$ cat config.mk
export PLATFORM = sky130hd
export DESIGN_NAME = vec_lane_sequencer
export DESIGN_NICKNAME = d
export VERILOG_FILES = /design/src/rtl/vec_pkg.sv /design/src/rtl/vec_op_map.sv /design/src/rtl/vec_lane_sequencer.sv
export SDC_FILE = /design/constraint.sdc
export NUM_CORES = 1
export LEC_CHECK = 0
export BUFFER_PORTS_ARGS = -buffer_cell sky130_fd_sc_hd__buf_2
export CORE_AREA = 4 4 65 67
export DETAILED_ROUTE_END_ITERATION = 8
export DIE_AREA = 0 0 69 71
export PLACE_DENSITY = 0.73
export SLEW_MARGIN = 15
export SYNTH_ARGS = -nofsm -noshare
export SYNTH_HDL_FRONTEND = slang
export SYNTH_SLANG_ARGS = --single-unit
$ cat constraint.sdc
create_clock -name clk -period 3.1 [get_ports clk]
set_input_delay 0.155 -clock clk [delete_from_list [all_inputs] [get_ports clk]]
set_output_delay 0.155 -clock clk [all_outputs]
set_load 0.03 [all_outputs]
$ cat src/rtl/vec_pkg.sv
`default_nettype none
// ============================================================================
// Module   : vec_pkg
// Purpose  : Shared types and constants for the vector lane sequencer.
//            Holds the sequencer state encoding, the vector ALUControl codes
//            and the scalar ALUControl codes they map onto.
// Revision : 1.0 - initial release
// ============================================================================
package vec_pkg;

    typedef enum logic [1:0] {
        S_IDLE = 2'd0,
        S_RUN  = 2'd1,
        S_WB   = 2'd2
    } state_t;

    // Vector ALUControl codes presented by decode
    localparam logic [3:0] c_VADD = 4'b1000;
    localparam logic [3:0] c_VSUB = 4'b1001;
    localparam logic [3:0] c_VAND = 4'b1010;
    localparam logic [3:0] c_VORR = 4'b1011;
    localparam logic [3:0] c_VXOR = 4'b1111;

    // Scalar ALUControl codes applied to the shared ALU
    localparam logic [3:0] c_ADD  = 4'b0000;
    localparam logic [3:0] c_SUB  = 4'b0001;
    localparam logic [3:0] c_AND  = 4'b0010;
    localparam logic [3:0] c_ORR  = 4'b0011;
    localparam logic [3:0] c_XOR  = 4'b0111;

endpackage : vec_pkg
`default_nettype wire

$ cat src/rtl/vec_op_map.sv
`default_nettype none
// ============================================================================
// Module   : vec_op_map
// Purpose  : Combinational map from a vector ALUControl code to the scalar
//            code the ALU executes per lane, plus a legality flag.
// Ports    : alu_ctrl (in, 4)  - ALUControl from decode
//            legal    (out, 1) - alu_ctrl is one of the vector codes
//            op       (out, 4) - mapped scalar code (0000 when illegal)
// Revision : 1.0 - initial release
// ============================================================================
module vec_op_map
    import vec_pkg::*;
(
    input  logic [3:0] alu_ctrl,
    output logic       legal,
    output logic [3:0] op
);

    always_comb begin
        legal = 1'b1;
        op    = c_ADD;
        case (alu_ctrl)
            c_VADD:  op = c_ADD;
            c_VSUB:  op = c_SUB;
            c_VAND:  op = c_AND;
            c_VORR:  op = c_ORR;
            c_VXOR:  op = c_XOR;
            default: begin
                legal = 1'b0;
                op    = 4'b0000;
            end
        endcase
    end

endmodule : vec_op_map
`default_nettype wire

$ cat src/rtl/vec_lane_sequencer.sv
`default_nettype none
// ============================================================================
// Module   : vec_lane_sequencer
// Purpose  : Executes a vector ALU instruction by stepping the scalar ALU
//            across LANES lanes, assembling the per-lane results into one
//            packed word and issuing a single register-file write.
// Ports    : clk         (in)          rising-edge clock
//            reset       (in)          asynchronous active-low reset
//            start       (in)          current instruction is a vector op
//            alu_ctrl    (in, 4)       ALUControl from decode
//            lane_result (in, LANE_W)  ALU result for the selected lane
//            stall       (out)         hold PC / instruction register
//            lane_sel    (out)         lane index to operand slice muxes
//            lane_op     (out, 4)      scalar ALU code during RUN
//            vec_we      (out)         register-file write enable (WB)
//            vec_result  (out, 32)     packed result, lane i at [i*LANE_W +:]
//            busy        (out)         sequencer not idle
//            illegal     (out)         start with a non-vector code
// Revision : 1.0 - initial release
// ============================================================================
module vec_lane_sequencer
    import vec_pkg::*;
#(
    parameter int LANES  = 4,
    parameter int LANE_W = 8
) (
    input  logic                        clk,
    input  logic                        reset,
    input  logic                        start,
    input  logic [3:0]                  alu_ctrl,
    input  logic [LANE_W-1:0]           lane_result,
    output logic                        stall,
    output logic [$clog2(LANES)-1:0]    lane_sel,
    output logic [3:0]                  lane_op,
    output logic                        vec_we,
    output logic [LANES*LANE_W-1:0]     vec_result,
    output logic                        busy,
    output logic                        illegal
);

    localparam int                 c_SEL_W = $clog2(LANES);
    localparam logic [c_SEL_W-1:0] c_LAST  = c_SEL_W'(LANES - 1);

    state_t               r_state;
    logic [c_SEL_W-1:0]   r_cnt;
    logic [3:0]           r_op;
    logic [LANE_W-1:0]    r_lane [LANES];

    logic                 w_legal;
    logic [3:0]           w_op;
    logic                 w_accept;
    logic [LANES-1:0]     w_lane_we;

    vec_op_map u_op_map (
        .alu_ctrl (alu_ctrl),
        .legal    (w_legal),
        .op       (w_op)
    );

    assign w_accept = (r_state == S_IDLE) && start && w_legal;

    // Sequencer FSM, lane counter and op latch. The counter naturally wraps
    // to 0 on the last lane, leaving it ready for the next accept.
    always_ff @(posedge clk or negedge reset) begin
        if (!reset) begin
            r_state <= S_IDLE;
            r_cnt   <= '0;
            r_op    <= 4'b0000;
        end else begin
            case (r_state)
                S_IDLE: begin
                    if (w_accept) begin
                        r_op    <= w_op;
                        r_cnt   <= '0;
                        r_state <= S_RUN;
                    end
                end
                S_RUN: begin
                    r_cnt <= r_cnt + c_SEL_W'(1);
                    if (r_cnt == c_LAST) begin
                        r_state <= S_WB;
                    end
                end
                S_WB: begin
                    r_state <= S_IDLE;
                end
                default: begin
                    r_state <= S_IDLE;
                end
            endcase
        end
    end

    // Result buffer: one register per lane with its own write enable. The
    // whole buffer is cleared on accept so no lane of a previous op leaks.
    generate
        for (genvar gi = 0; gi < LANES; gi++) begin : g_lane
            assign w_lane_we[gi] = (r_state == S_RUN) && (r_cnt == c_SEL_W'(gi));

            always_ff @(posedge clk or negedge reset) begin
                if (!reset) begin
                    r_lane[gi] <= '0;
                end else if (w_accept) begin
                    r_lane[gi] <= '0;
                end else if (w_lane_we[gi]) begin
                    r_lane[gi] <= lane_result;
                end
            end

            assign vec_result[gi*LANE_W +: LANE_W] = r_lane[gi];
        end
    endgenerate

    // The combinational outputs are qualified by reset so that every output
    // reads 0 while reset is held, regardless of start/alu_ctrl.
    assign stall    = reset && (w_accept || (r_state == S_RUN));
    assign illegal  = reset && (r_state == S_IDLE) && start && !w_legal;
    assign lane_sel = r_cnt;
    assign lane_op  = (r_state == S_RUN) ? r_op : 4'b0000;
    assign vec_we   = (r_state == S_WB);
    assign busy     = (r_state != S_IDLE);

endmodule : vec_lane_sequencer
`default_nettype wire

==> After elaboration in Yosys (flattened, before gate mapping) <==
Cells that the tools add are included.
{ "op_classes": {"addsub": 1, "n_eq_ne": 12, "muxes": 16, "n_reduce_logical": 24} }
{ "op_table": {"columns": ["op", "count"], "rows": [
  ["$mux 8", 8],
  ["$eq 4x4->1 const B", 5],
  ["$pmux 3 s4", 1],
  ["$reduce_bool 2->1", 6],
  ["$logic_and 1x1->1", 10],
  ["$pmux 2 s2", 2],
  ["$eq 2x2->1 const B", 3],
  ["$mux 2", 3],
  ["$reduce_and 2->1", 3],
  ["$reduce_or 5->1", 1],
  ["$eq 2x1->1 const B", 2],
  ["$logic_not 2->1", 2],
  ["$mux 4", 1],
  ["$ne 2x2->1 const B", 2],
  ["$add 2x1->2 const B", 1],
  ["$logic_not 1->1", 1],
  ["$logic_or 1x1->1", 1],
  ["$mux 1", 1]
]} }
{ "totals": {"ff_bits": 40, "output_inout_bits": 42, "wordCells": 60} }

==> Depth between registers and ports, before layout <==
{ "depth": {"word_depth": 6, "ltp_mapped": 6, "mapped_depth_nobuf": 5} }

==> By module <==
Synthesis repeated with hierarchy kept, for this count alone.
{ "unflattened": {"hier_cells": 127, "area_unflattened_um2": 1657.8} }
{ "modules_own_cells": {"columns": ["mod", "instances", "cells_per_inst", "area_per_inst_um2", "seq_area_each_um2"], "rows": [
  ["vec_lane_sequencer", 1, 115, 1599.0, 1001.0],
  ["vec_op_map", 1, 12, 58.8, 0.0]
]} }

==> Worst setup path before layout <==
Ideal clock, no wire load.
{ "synth_path": {"path_type": "register to output", "startpoint": "register r_state[0]", "endpoint": "output port illegal", "t_arrival_ps": 1639, "setup_slack_ps": 1306, "stages_incl_launch_ff": 4, "path_cell_list": "dfrtp_1 > buf_4 > or2_2 > a211oi_1"} }
{ "synth_between": {"elab_chain_cells": 4} }
{ "synth_rtl": {"columns": ["element", "line", "source"], "rows": [
  ["start: declaration", "vec_lane_sequencer.sv:44", "state_t r_state;"],
  ["start signal: assignment", "vec_lane_sequencer.sv:66", "r_state <= S_IDLE;"],
  ["start signal: assignment", "vec_lane_sequencer.sv:75", "r_state <= S_RUN;"],
  ["start signal: assignment", "vec_lane_sequencer.sv:81", "r_state <= S_WB;"],
  ["$logic_not 2->1", "vec_lane_sequencer.sv:117", "assign illegal = reset && (r_state == S_IDLE) && start && !w_legal;"],
  ["$logic_and 1x1->1 (3 in series)", "vec_lane_sequencer.sv:117", null],
  ["end: declaration", "vec_lane_sequencer.sv:38", "output logic illegal"]
]} }
No other way between the ends.

==> Final worst setup path <==
{ "layout_path": {"startpoint": "register r_state[0]", "endpoint": "output port lane_op[1]"} }
{ "layout_between": {"elab_chain_cells": 2} }
{ "layout_rtl": {"columns": ["element", "line", "source"], "rows": [
  ["$eq 2x1->1", "vec_lane_sequencer.sv:119", "assign lane_op = (r_state == S_RUN) ? r_op : 4'b0000;"],
  ["$mux 4", "vec_lane_sequencer.sv:119", null],
  ["end: declaration", "vec_lane_sequencer.sv:34", "output logic [3:0] lane_op,"]
]} }
No other way between the ends.

==> impl_metrics.ini <==
[status]
status = finished clean

[sta]
max_freq_mhz = 460.9
setup_viol = 0
whs_ns = 0.1391
timing.final.ws_setup_ns = 0.9302
grt_setup_unrepaired = false
skew_ns = 0.007076
slew_viol_final = 0
hold_viol_final = 0
relSlewSlack_pct = 60.63
min_period_ns = 2.170
fin_crit_sh_pct = 69.99
setup_tns_ns = 0
worstMarginPinSlew_ns = 0.5879

[placed_design]
portBuffers = 55
dpl.hpwl_um = 3054
pre_cts_slack_ns = 1.273
place_congestion = 0.8370

[route]
vias = 1526
dr.pass1.iters = 4
drt-initial-drc-count = 151
finalWirelength_um = 4195
via_per_inst = 5.244
ant_nets = 0
wl_per_cell_um = 14.42
drc = 0

[synthesis]
synth.avg_cell_area_sq_um = 9.358
synth-seq-area-share_pct = 54.89
synth_ff_type = dfrtp_1
synth.area.top_cells = dfrtp_1, a21oi_1, nand3_1
synth_edf_count = 0
syn_inst = 190
ys_ff_latch = 39
synth_top_cell_by_area = dfrtp_1
ys_top_cells_by_count = dfrtp_1, nand2_1, a21oi_1, nand3_1, o21ai_0
synth.top_cell.area_share_pct = 54.89
ys_types = 26
async_reset_ff_share_pct = 100.0
synth.most_common_cell = dfrtp_1
yosys_warnings = 0
synth_nets = 209
syn_area_sq_um = 1778

[power_and_ir_drop]
max-vdd-ir-drop_mv = 0.5779
power_density_nw_per_um2 = 1215
total_leakage_power_nw = 1.101
fin_total_pwr_mw = 2.641

[cells_and_area]
final_nets = 261
diodes = 0
fin_util_pct = 59.85
final_layout_size_suffix_gt1_share_pct = 28.40
area_delta_synth_final_pct = 22.31

[clocking]
clock_latency_ns = 0.29
clockBufferDepth = 2
ctsResizeCount = 0
cts_made_buffers = 5
root_buffer = clkbuf_8
cts.clk_slew.worst_paths_ns = 0.07
cts_sinks = 39
cts_htree_levels = 2
cts_tree = yes

[floorplan]
die_x_um = 69
die_h_um = 71
die-area_sq_um = 4899
core_region_area_sq_um = 3633
floorplan.initialDensity_pct = 48.93
num_io_pins = 57
fp-row-count = 22

[grt]
grt_first_pass_wirelength_um = 7065
antenna_found_initial = 0
first_global_vias = 1466
gr-total-overflow = 0
grt_max_degree = 31
track_usage_pct = 18.03

[setup_path]
path_cells = nor2b_2, buf_4, and2_1, buf_2
required_ns = 2.94
start_kind = register
setup.worst_path.class = reg2out
cp.arrival_ns = 2.01
critPathSlowestCell = nor2b_2
critPathMaxStageDelay_ns = 0.56
crit_fanout = 23
cp-end-kind = output port

[min_path]
hold_path_class = in2reg

[run]
drv_cap = 0
-- final cells by class --
| type | count | area (sq um) |
|---|---|---|
| Inverter | 4 | 15.01 |
| Tap cell | 48 | 60.06 |
| Sequential cell | 39 | 975.9 |
| Timing Repair Buffer | 59 | 307.8 |
| Clock inverter | 2 | 35.03 |
| Fill cell | 358 | 1459 |
| Clock buffer | 6 | 82.58 |
| Multi-Input combinational cell | 133 | 698.2 |
-- layout by cell type (no fill, tap or decap), drive strengths merged --
cell type    Yosys  routed
dfrtp           39      39
ha               4       4
nand4bb          1       1
o22a             1       1
clkinv           0       1
nor2b            2       2
nand3b           4       4
a21oi           33      33
o21bai           1       1
clkbuf           6       6
nand2b           1       1
a211oi           1       1
or2              1       1
o31ai            1       1
bufinv           0       1
o21a             1       1
buf              8      58
and2             3       3
inv              4       4
conb             1       1
dlygate4sd3      0       1
nand2           38      38
nor2             1       1
o21ai            7       7
nand3           32      32
-- registers in the layout, indices dropped and copies added (netlist names) --
register and count:
lane_sel 2, r_state 2, vec_result 32, r_op 3
-- layer usage --
layer / global-route usage (%) / vias up / share of wire (%)
met3: 5.966 / 6 / 7.2
met2: 27.54 / 61 / 46
met5: 0 / - / 0
met4: 6.508 / 0 / 1.5
li1: - / 746 / -
met1: 24.03 / 713 / 46
-- critical path, delay by kind of cell, from the launching register on --
family	cells	cell delay [ns]
flops	1	0.47
buf+inv	2	0.54
simple gates	2	0.71
-- timing repair --
action | in CTS | in global routing
hold buffers | 1 | 0
hold endpoints to repair | 14 | 0
setup buffers | 0 | 0
-- final timing paths --
path,from,endpoint,slack (ns),cells after the start
setup reg to reg,r_state[0],r_state[0],1.33,4
max in group asynchronous,reset,vec_result[28],2.15,3
hold reg to reg,r_op[2],r_op[2],0.49,1
setup / recovery,r_state[0],lane_op[1],0.93,4
hold / removal,alu_ctrl[0],r_op[0],0.14,3
min in group asynchronous,reset,r_state[0],0.30,2
-- report_power, final --
part / total (mW) / switching (mW) / internal, mW / leakage, nW
combinational: 1.33 / 0.935 / 0.390 / 0.531
clock: 0.439 / 0.179 / 0.260 / 0.0612
sequential: 0.877 / 0.135 / 0.742 / 0.509
total: 2.64 / 1.25 / 1.39 / 1.10
-- per-stage QoR --
stage	cell area, sq um	cells
after global placement	2047	282
after CTS	2175	291
after detailed placement	2047	282
after floorplan	1778	190
final	2175	291
after global routing	2175	291
-- kinds of logic (layout without fill, tap and decap cells) --
group / Yosys count / in the layout / synth area share [%]
buffers and inverters: 18 / 71 / 5.840
and+or+nand+nor: 83 / 83 / 22.17
other: 1 / 1 / 0.2109
adders and majority gates: 4 / 4 / 2.815
AOI/OAI and AO/OA: 45 / 45 / 14.08
DFF: 39 / 39 / 54.89
Note: power is estimated with default switching activity, not from simulation.
